$ cat src/rtl/w_sched_stream.sv
// w_sched_stream: SHA-2 message-schedule expander.
// Loads 16 message words serially into a 16-entry sliding window, then streams
// W[0..ROUNDS-1] under valid/ready. Each accepted output word shifts the window
// and appends W[t+16] = s1(win[14]) + win[9] + s0(win[1]) + win[0].
// WORD_W=32 selects the SHA-256 sigmas; WORD_W=64 selects the SHA-512 sigmas.
module w_sched_stream #(
  parameter int WORD_W = 32,
  parameter int ROUNDS = 64
) (
  input  logic              clock,
  input  logic              reset,
  input  logic              clear,
  input  logic              in_valid,
  input  logic [WORD_W-1:0] in_data,
  output logic              in_ready,
  output logic              out_valid,
  output logic [WORD_W-1:0] out_data,
  input  logic              out_ready,
  output logic              out_last,
  output logic              busy
);

  localparam int T_W = $clog2(ROUNDS);
  localparam logic [T_W-1:0] T_LAST = T_W'(ROUNDS - 1);

  typedef enum logic [1:0] {
    ST_IDLE   = 2'd0,
    ST_LOAD   = 2'd1,
    ST_EXPAND = 2'd2
  } state_t;

  state_t            state_q, state_d;
  logic [4:0]        ld_cnt_q, ld_cnt_d;
  logic [T_W-1:0]    t_q, t_d;
  logic [WORD_W-1:0] win_q [16];
  logic [WORD_W-1:0] win_d [16];
  logic              in_ready_q, in_ready_d;
  logic              out_valid_q, out_valid_d;
  logic              out_last_q, out_last_d;
  logic              busy_q, busy_d;
  logic [WORD_W-1:0] w_next_s;

  // Rotate right by a constant amount.
  function automatic logic [WORD_W-1:0] rotr(input logic [WORD_W-1:0] x, input int unsigned n);
    return (x >> n) | (x << (WORD_W - n));
  endfunction

  // Small sigma 0 for the selected word width.
  function automatic logic [WORD_W-1:0] sig0(input logic [WORD_W-1:0] x);
    if (WORD_W == 64) begin
      return rotr(x, 1) ^ rotr(x, 8) ^ (x >> 7);
    end else begin
      return rotr(x, 7) ^ rotr(x, 18) ^ (x >> 3);
    end
  endfunction

  // Small sigma 1 for the selected word width.
  function automatic logic [WORD_W-1:0] sig1(input logic [WORD_W-1:0] x);
    if (WORD_W == 64) begin
      return rotr(x, 19) ^ rotr(x, 61) ^ (x >> 6);
    end else begin
      return rotr(x, 17) ^ rotr(x, 19) ^ (x >> 10);
    end
  endfunction

  // Next schedule word from the current window (W[t+16]), wraps mod 2^WORD_W.
  always_comb begin
    w_next_s = sig1(win_q[14]) + win_q[9] + sig0(win_q[1]) + win_q[0];
  end

  // Next-state, counter, window and registered-output computation.
  always_comb begin
    state_d = state_q;
    ld_cnt_d = ld_cnt_q;
    t_d = t_q;
    win_d = win_q;
    if (clear) begin
      // Abort wins over any same-cycle handshake; window contents are left as-is.
      state_d = ST_LOAD;
      ld_cnt_d = 5'd0;
      t_d = '0;
    end else begin
      case (state_q)
        ST_IDLE: begin
          state_d = ST_LOAD;
        end
        ST_LOAD: begin
          if (in_valid) begin
            for (int k = 0; k < 15; k++) begin
              win_d[k] = win_q[k+1];
            end
            win_d[15] = in_data;
            if (ld_cnt_q == 5'd15) begin
              state_d = ST_EXPAND;
              ld_cnt_d = 5'd0;
            end else begin
              ld_cnt_d = ld_cnt_q + 5'd1;
            end
          end else begin
            ld_cnt_d = ld_cnt_q;
          end
        end
        ST_EXPAND: begin
          if (out_ready) begin
            for (int k = 0; k < 15; k++) begin
              win_d[k] = win_q[k+1];
            end
            win_d[15] = w_next_s;
            if (t_q == T_LAST) begin
              // Block done; the next block starts loading, no overlap.
              state_d = ST_LOAD;
              t_d = '0;
            end else begin
              t_d = t_q + {{(T_W-1){1'b0}}, 1'b1};
            end
          end else begin
            t_d = t_q;
          end
        end
        default: begin
          state_d = ST_IDLE;
        end
      endcase
    end
    // Outputs are registered: decode them from the next state.
    in_ready_d = (state_d == ST_LOAD);
    out_valid_d = (state_d == ST_EXPAND);
    out_last_d = (state_d == ST_EXPAND) && (t_d == T_LAST);
    busy_d = (state_d != ST_IDLE);
  end

  // State, counters, window and output flops; async active-low reset.
  always_ff @(posedge clock or negedge reset) begin
    if (!reset) begin
      state_q <= ST_IDLE;
      ld_cnt_q <= 5'd0;
      t_q <= '0;
      for (int k = 0; k < 16; k++) begin
        win_q[k] <= '0;
      end
      in_ready_q <= 1'b0;
      out_valid_q <= 1'b0;
      out_last_q <= 1'b0;
      busy_q <= 1'b0;
    end else begin
      state_q <= state_d;
      ld_cnt_q <= ld_cnt_d;
      t_q <= t_d;
      for (int k = 0; k < 16; k++) begin
        win_q[k] <= win_d[k];
      end
      in_ready_q <= in_ready_d;
      out_valid_q <= out_valid_d;
      out_last_q <= out_last_d;
      busy_q <= busy_d;
    end
  end

  assign in_ready = in_ready_q;
  assign out_valid = out_valid_q;
  assign out_last = out_last_q;
  assign busy = busy_q;
  // The head of the window is W[t]; it is a flop, so out_data is registered.
  assign out_data = win_q[0];

endmodule
$ cat config.mk
export PLATFORM = sky130hd
export DESIGN_NAME = w_sched_stream
export DESIGN_NICKNAME = d
export VERILOG_FILES = /design/src/rtl/w_sched_stream.sv
export SDC_FILE = /design/constraint.sdc
export NUM_CORES = 1
export LEC_CHECK = 0
export CORE_MARGIN = 5
export CORE_UTILIZATION = 56
export DETAILED_ROUTE_END_ITERATION = 8
export PLACE_DENSITY = 0.86
export SLEW_MARGIN = 15
export SYNTH_ARGS = -nofsm -noshare
export SYNTH_HDL_FRONTEND = slang
export SYNTH_SLANG_ARGS = --single-unit
export TNS_END_PERCENT = 1
$ cat constraint.sdc
create_clock -name clock -period 3.95 [get_ports clock]
set_input_delay 0.5925 -clock clock [delete_from_list [all_inputs] [get_ports clock]]
set_output_delay 0.5925 -clock clock [all_outputs]
set_load 0.02 [all_outputs]
# == Word-level counts from Yosys, hierarchy flattened ==
# Cells that the tools add are included.
# word_totals
regBits,529
wordCells,71
input_bits,37
out_inout_bits,36
# op_classes
mux,17
addsub,5
n_bitwise,9
n_eq_ne,9
n_reduce_logical,8
# op_table
cell,n
512-bit two-way mux,2
512-bit one-hot mux with 2 select lines,1
32-bit adder,3
32-bit bitwise XOR,2
13-bit by 32-bit bitwise OR with 32-bit output,1
14-bit by 32-bit bitwise OR with 32-bit output,1
15-bit by 32-bit bitwise OR with 32-bit output,1
25-bit by 32-bit bitwise OR with 32-bit output,1
32-bit by 22-bit bitwise XOR with 32-bit output,1
32-bit by 29-bit bitwise XOR with 32-bit output,1
6-bit two-way mux,4
5-bit two-way mux,4
6-bit == test (second input constant),2
2-bit two-way mux,5
2-bit nonzero test,4
6-bit by 1-bit adder with 6-bit output (second input constant),1
2-bit one-hot mux with 3 select lines,1
5-bit by 1-bit adder with 5-bit output (second input constant),1
5-bit by 4-bit == test with 1-bit output (second input constant),1
2-bit by 1-bit == test with 1-bit output (second input constant),2
2-bit == test (second input constant),2
2-bit != test (second input constant),2
4-bit AND reduction,1
2-bit zero test,1
other kinds (3),3

# == Logic depth before layout (Yosys ltp) ==
# logic_depth
ltp_word,8
mapped_depth,19
depth_no_buf,18

# == Worst setup path after synthesis ==
# Ideal clock, no wire load.
# synth_path
path_kind,reg2reg
start,register win_q[50] (netlist bit)
end,register win_q[29] (netlist bit)
path_buffers,1
t_arrival_ps,4022
period_less_slack_ps,4146
stages_incl_launch_ff,19
required_time_ps,3826
setup_slack_ps,-196
setup_ps,124
path_cell_list,dfrtp_1 -> clkbuf_1 -> xor2_1 -> xnor2_1 -> fa_1 -> fa_1 -> inv_1 -> ha_1 -> inv_1 -> fa_1 -> nor2b_1 -> o31a_1 -> o31a_1 -> a21oi_1 -> a211oi_1 -> or3_1 -> a31oi_1 -> mux2i_1 -> a211o_1
# synth_via
elab_chain_len,8
# synth_rtl
element,line,source
from (decl),35,logic [WORD_W-1:0] win_q [16];
"from (signal, indexed assignment)",150,win_q[k] <= win_d[k];
15-bit by 32-bit bitwise OR with 32-bit output,45,return (x >> n) | (x << (WORD_W - n));
32-bit bitwise XOR,62,"return rotr(x, 17) ^ rotr(x, 19) ^ (x >> 10);"
32-bit by 22-bit bitwise XOR with 32-bit output *,62,
32-bit adder * (3 in a row),68,w_next_s = sig1(win_q[14]) + win_q[9] + sig0(win_q[1]) + win_q[0];
512-bit two-way mux *,104,if (out_ready) begin
512-bit one-hot mux with 2 select lines *,83,case (state_q)
# Every way passes the cells marked *; elsewhere a longest branch is shown, timed or not. The select of a mux whose other input is x is not followed.
# A chain may end at the register's enable or synchronous reset.

# == Worst setup path in the final report ==
# layout_path
start,register win_q[52] (netlist bit)
end,register win_q[29] (netlist bit)
# layout_via
elab_chain_len,8
elab_cells_between_ends,9
classes_between,3 x add/sub; 2 x mux; 4 x bitwise
# layout_rtl
element,line
13-bit by 32-bit bitwise OR with 32-bit output / 15-bit by 32-bit bitwise OR with 32-bit output (equally long branches),45
32-bit bitwise XOR,62
32-bit by 22-bit bitwise XOR with 32-bit output *,62
32-bit adder * (3 in a row),68
512-bit two-way mux *,104
512-bit one-hot mux with 2 select lines *,83
# Marked as above.

==> results.toml <==
[run_status]
status = "complete, but fails checks"
violations = "setup timing"

[hold_path]
min_path_type = "flip-flop to flip-flop"

[route]
viasPerCell = 5.32
wl_per_cell_um = 18.2
firstDrtPassIters = 5
drt_iter0_markers = 1786
num_vias = 18600
totalWireLength_mm = 63.8
ant_nets = 0
drc = 0

[sta]
worstMarginPinSlew_ns = 0.782
worst_hold_slack_ns = 0.445
finalCritPeriodShare_pct = 109
slew_headroom_pct = 47.9
slew_violations = 0
rsz0062_at_grt = "true"
max_freq_mhz = 233
fin_crit_ns = 4.29
finalHoldViolCount = 0
fin_ws_ns = -0.345
fin_worst_skew_ns = 0.0362
setup_violations = 12

[synth]
syn_inst = 2767
synth_cell_type_count = 47
synth_ff_type = "dfrtp_1"
yosysTopAreaCellShare_pct = 53.8
syn_area_per_cell_um2 = 8.89
yosys.area.top_type = "dfrtp_1"
synth.area.top_cells = "dfrtp_1 (54%), nand2_1 (20%), fa_1 (5.0%)"
synth-async-reset-ratio_pct = 100
yosysSeqAreaShare_pct = 53.8
ys_warn_count = 0
ys_seq_elements = 529
netlist_area_um2 = 24600
synthesis.nets = 2903
synth_edf_count = 0

[final_layout]
nNetsFinal = 3007
antenna_cells = 0
area_growth_pct = 16.8
fill_cells = 3289
stdcell_area_um2 = 28700
layout-drive-gt1-share_pct = 10.4
utilization_pct = 66.4

[floorplan]
num_rows = 76
io_pins = 73
start_util_pct = 56.9
core-area_um2 = 43300
die_h_um = 220
die_w_um = 220
die_area_um2 = 48200

[cts]
cts.sinks = 529
clock_latency_ns = 0.62
cts_tree = "done"
clkTransAtPathRegs_ns = 0.06
numCtsBuffers = 52
cts_root_buf = "clkbuf_16"
h-tree-depth = 2
cts_buffer_depth = 3

[power]
power_density_nw_per_um2 = 784
irDropWorstVdd_mv = 0.507
p_leak_nw = 15.2

[placed_design]
preCtsSetupSlack_ns = -0.401
port_buffers = 72
gp_congestion = 0.990
postPlaceCellArea_um2 = 26700
dp_hpwl_mm = 44.0

[global_routing]
groute.usage.overall_pct = 27.1
grt_pass1_wl_mm = 102
grt_pass1_vias = 18600
antenna_found_initial = 0
grt_overflow = 0
grt_max_degree = 165

[setup_path]
required_ns = 4.43
cp.arrival_ns = 4.77
crit_path_end_kind = "flip-flop"
critPathKind = "flip-flop to flip-flop"
start_kind = "flip-flop"
critPathMaxFanout = 3

[flow_run]
drv_cap = 0
==> cell families (layout without fill, tap and decap cells) <==
logic type               Yosys count  count (layout)  share of synthesized area, %
buffers and inverters            326             472                          5.46
flip-flops                       529             529                          53.8
XOR/XNOR                         141             141                          5.02
AO/OA/AOI/OAI                    229             229                          5.34
adder cells (fa/ha/maj)           99              99                          6.93
AND/OR/NAND/NOR                 1420            1420                          22.5
multiplexers                      23              23                         0.941
==> sequential cells by signal (all words and copies together), names as in the netlist <==
signal and flops:
t_q 6, in_ready 1, state_q 2, out_data 32
ld_cnt_q 5, out_last 1, win_q 480, busy 1
out_valid 1
==> per-layer routing <==
| metal | wire [µm] | GRT usage (%) |
|---|---|---|
| met1 | 27000 | 38.1 |
| met2 | 29700 | 41.6 |
| met3 | 4740 | 6.59 |
| met4 | 2360 | 9.90 |
| met5 | 0 | 0 |
==> cell usage in the layout, fill, tap and decap left out, drive strengths merged, types with 3 or more instances in the layout <==
| cell | n |
|---|---|
| nand2 | 1316 |
| dfrtp | 529 |
| buf | 175 |
| inv | 131 |
| o21ai | 131 |
| xnor2 | 89 |
| clkdlybuf4s50 | 71 |
| clkbuf | 66 |
| fa | 62 |
| xor2 | 52 |
| a21oi | 41 |
| ha | 37 |
| nor2 | 24 |
| a21o | 24 |
| mux2i | 22 |
| clkinv | 19 |
| nand3 | 15 |
| a31oi | 13 |
| nor3b | 11 |
| nor3 | 10 |
| or3 | 8 |
| bufinv | 8 |
| nand2b | 8 |
| nor2b | 6 |
| nand3b | 4 |
| a211o | 4 |
| and3 | 4 |
| nand4 | 3 |
| a211oi | 3 |
==> cell type report <==
type	instances	area [µm²]	area share, %
Sequential cell	529	13200	46.1
Timing Repair Buffer	247	2230	7.76
Tap cell	585	732	2.55
Inverter	129	484	1.69
Multi-Input combinational cell	1912	10200	35.4
Clock inverter	30	408	1.42
Clock buffer	66	1470	5.10
==> power breakdown <==
| part | internal [mW] | switching (mW) | total [mW] |
|---|---|---|---|
| combinational | 4.59 | 5.47 | 10.1 |
| clock | 3.17 | 2.17 | 5.34 |
| sequential | 6.40 | 0.722 | 7.12 |
| total | 14.2 | 8.36 | 22.5 |
==> metrics by stage <==
step / total power [mW] / cells / setup TNS (ns)
2_1_floorplan: 12.6 / 2767 / -0.102
3_3_place_gp: 16.4 / 3399 / -1.97
3_5_place_dp: 16.6 / 3399 / -2.75
4_1_cts: 22.2 / 3496 / -2.40
5_1_grt: 23.9 / 3498 / -5.17
6_report: 22.5 / 3498 / -1.59
==> timing repair <==
action,CTS,global route
hold buffers,1,0
setup endpoints to repair,18,23
hold endpoints to repair,47,0
buffers inserted,0,3
pin swaps,9,17
gates resized for setup,19,26
==> cells in the mapped netlist, types with 3 or more instances <==
cell type and n:
a211o_1 4, a211oi_1 3, a21o_1 24, a21oi_1 41, a31oi_1 13, and3_1 3
buf_4 32, clkbuf_1 163, dfrtp_1 529, fa_1 62, ha_1 37, inv_1 129
mux2i_1 22, nand2_1 1316, nand2b_1 7, nand3_1 15, nand3b_1 4, nand4_1 3
nor2_1 24, nor2b_1 6, nor3_1 10, nor3b_1 11, o21ai_0 129, or3_1 8
xnor2_1 89, xor2_1 52
==> final timing paths <==
path | from | to | slack [ns] | cells after the start
worst max-delay path | win_q[52] | win_q[29] | -0.34 | 17
worst min-delay path | win_q[30] | win_q[62] | 0.45 | 2
worst max register to register | win_q[52] | win_q[29] | -0.34 | 17
worst min register to register | win_q[30] | win_q[62] | 0.45 | 2
max in group asynchronous | reset | win_q[262] | 2.28 | 3
min in group asynchronous | reset | win_q[414] | 0.55 | 2
==> critical path: stages (launching register included) <==
cell	delay, ns
dfrtp_1	0.40
xor2_1	0.16
xnor2_1	0.21
fa_1	0.46
fa_1	0.51
inv_1	0.06
ha_2	0.19
inv_2	0.06
fa_2	0.23
nor2b_4	0.05
o31a_1	0.29
o31a_1	0.33
a21oi_4	0.23
a211oi_4	0.10
or3_1	0.40
a31oi_2	0.19
mux2i_1	0.09
a211o_1	0.23
No activity file was read; power rests on OpenSTA's default activity.
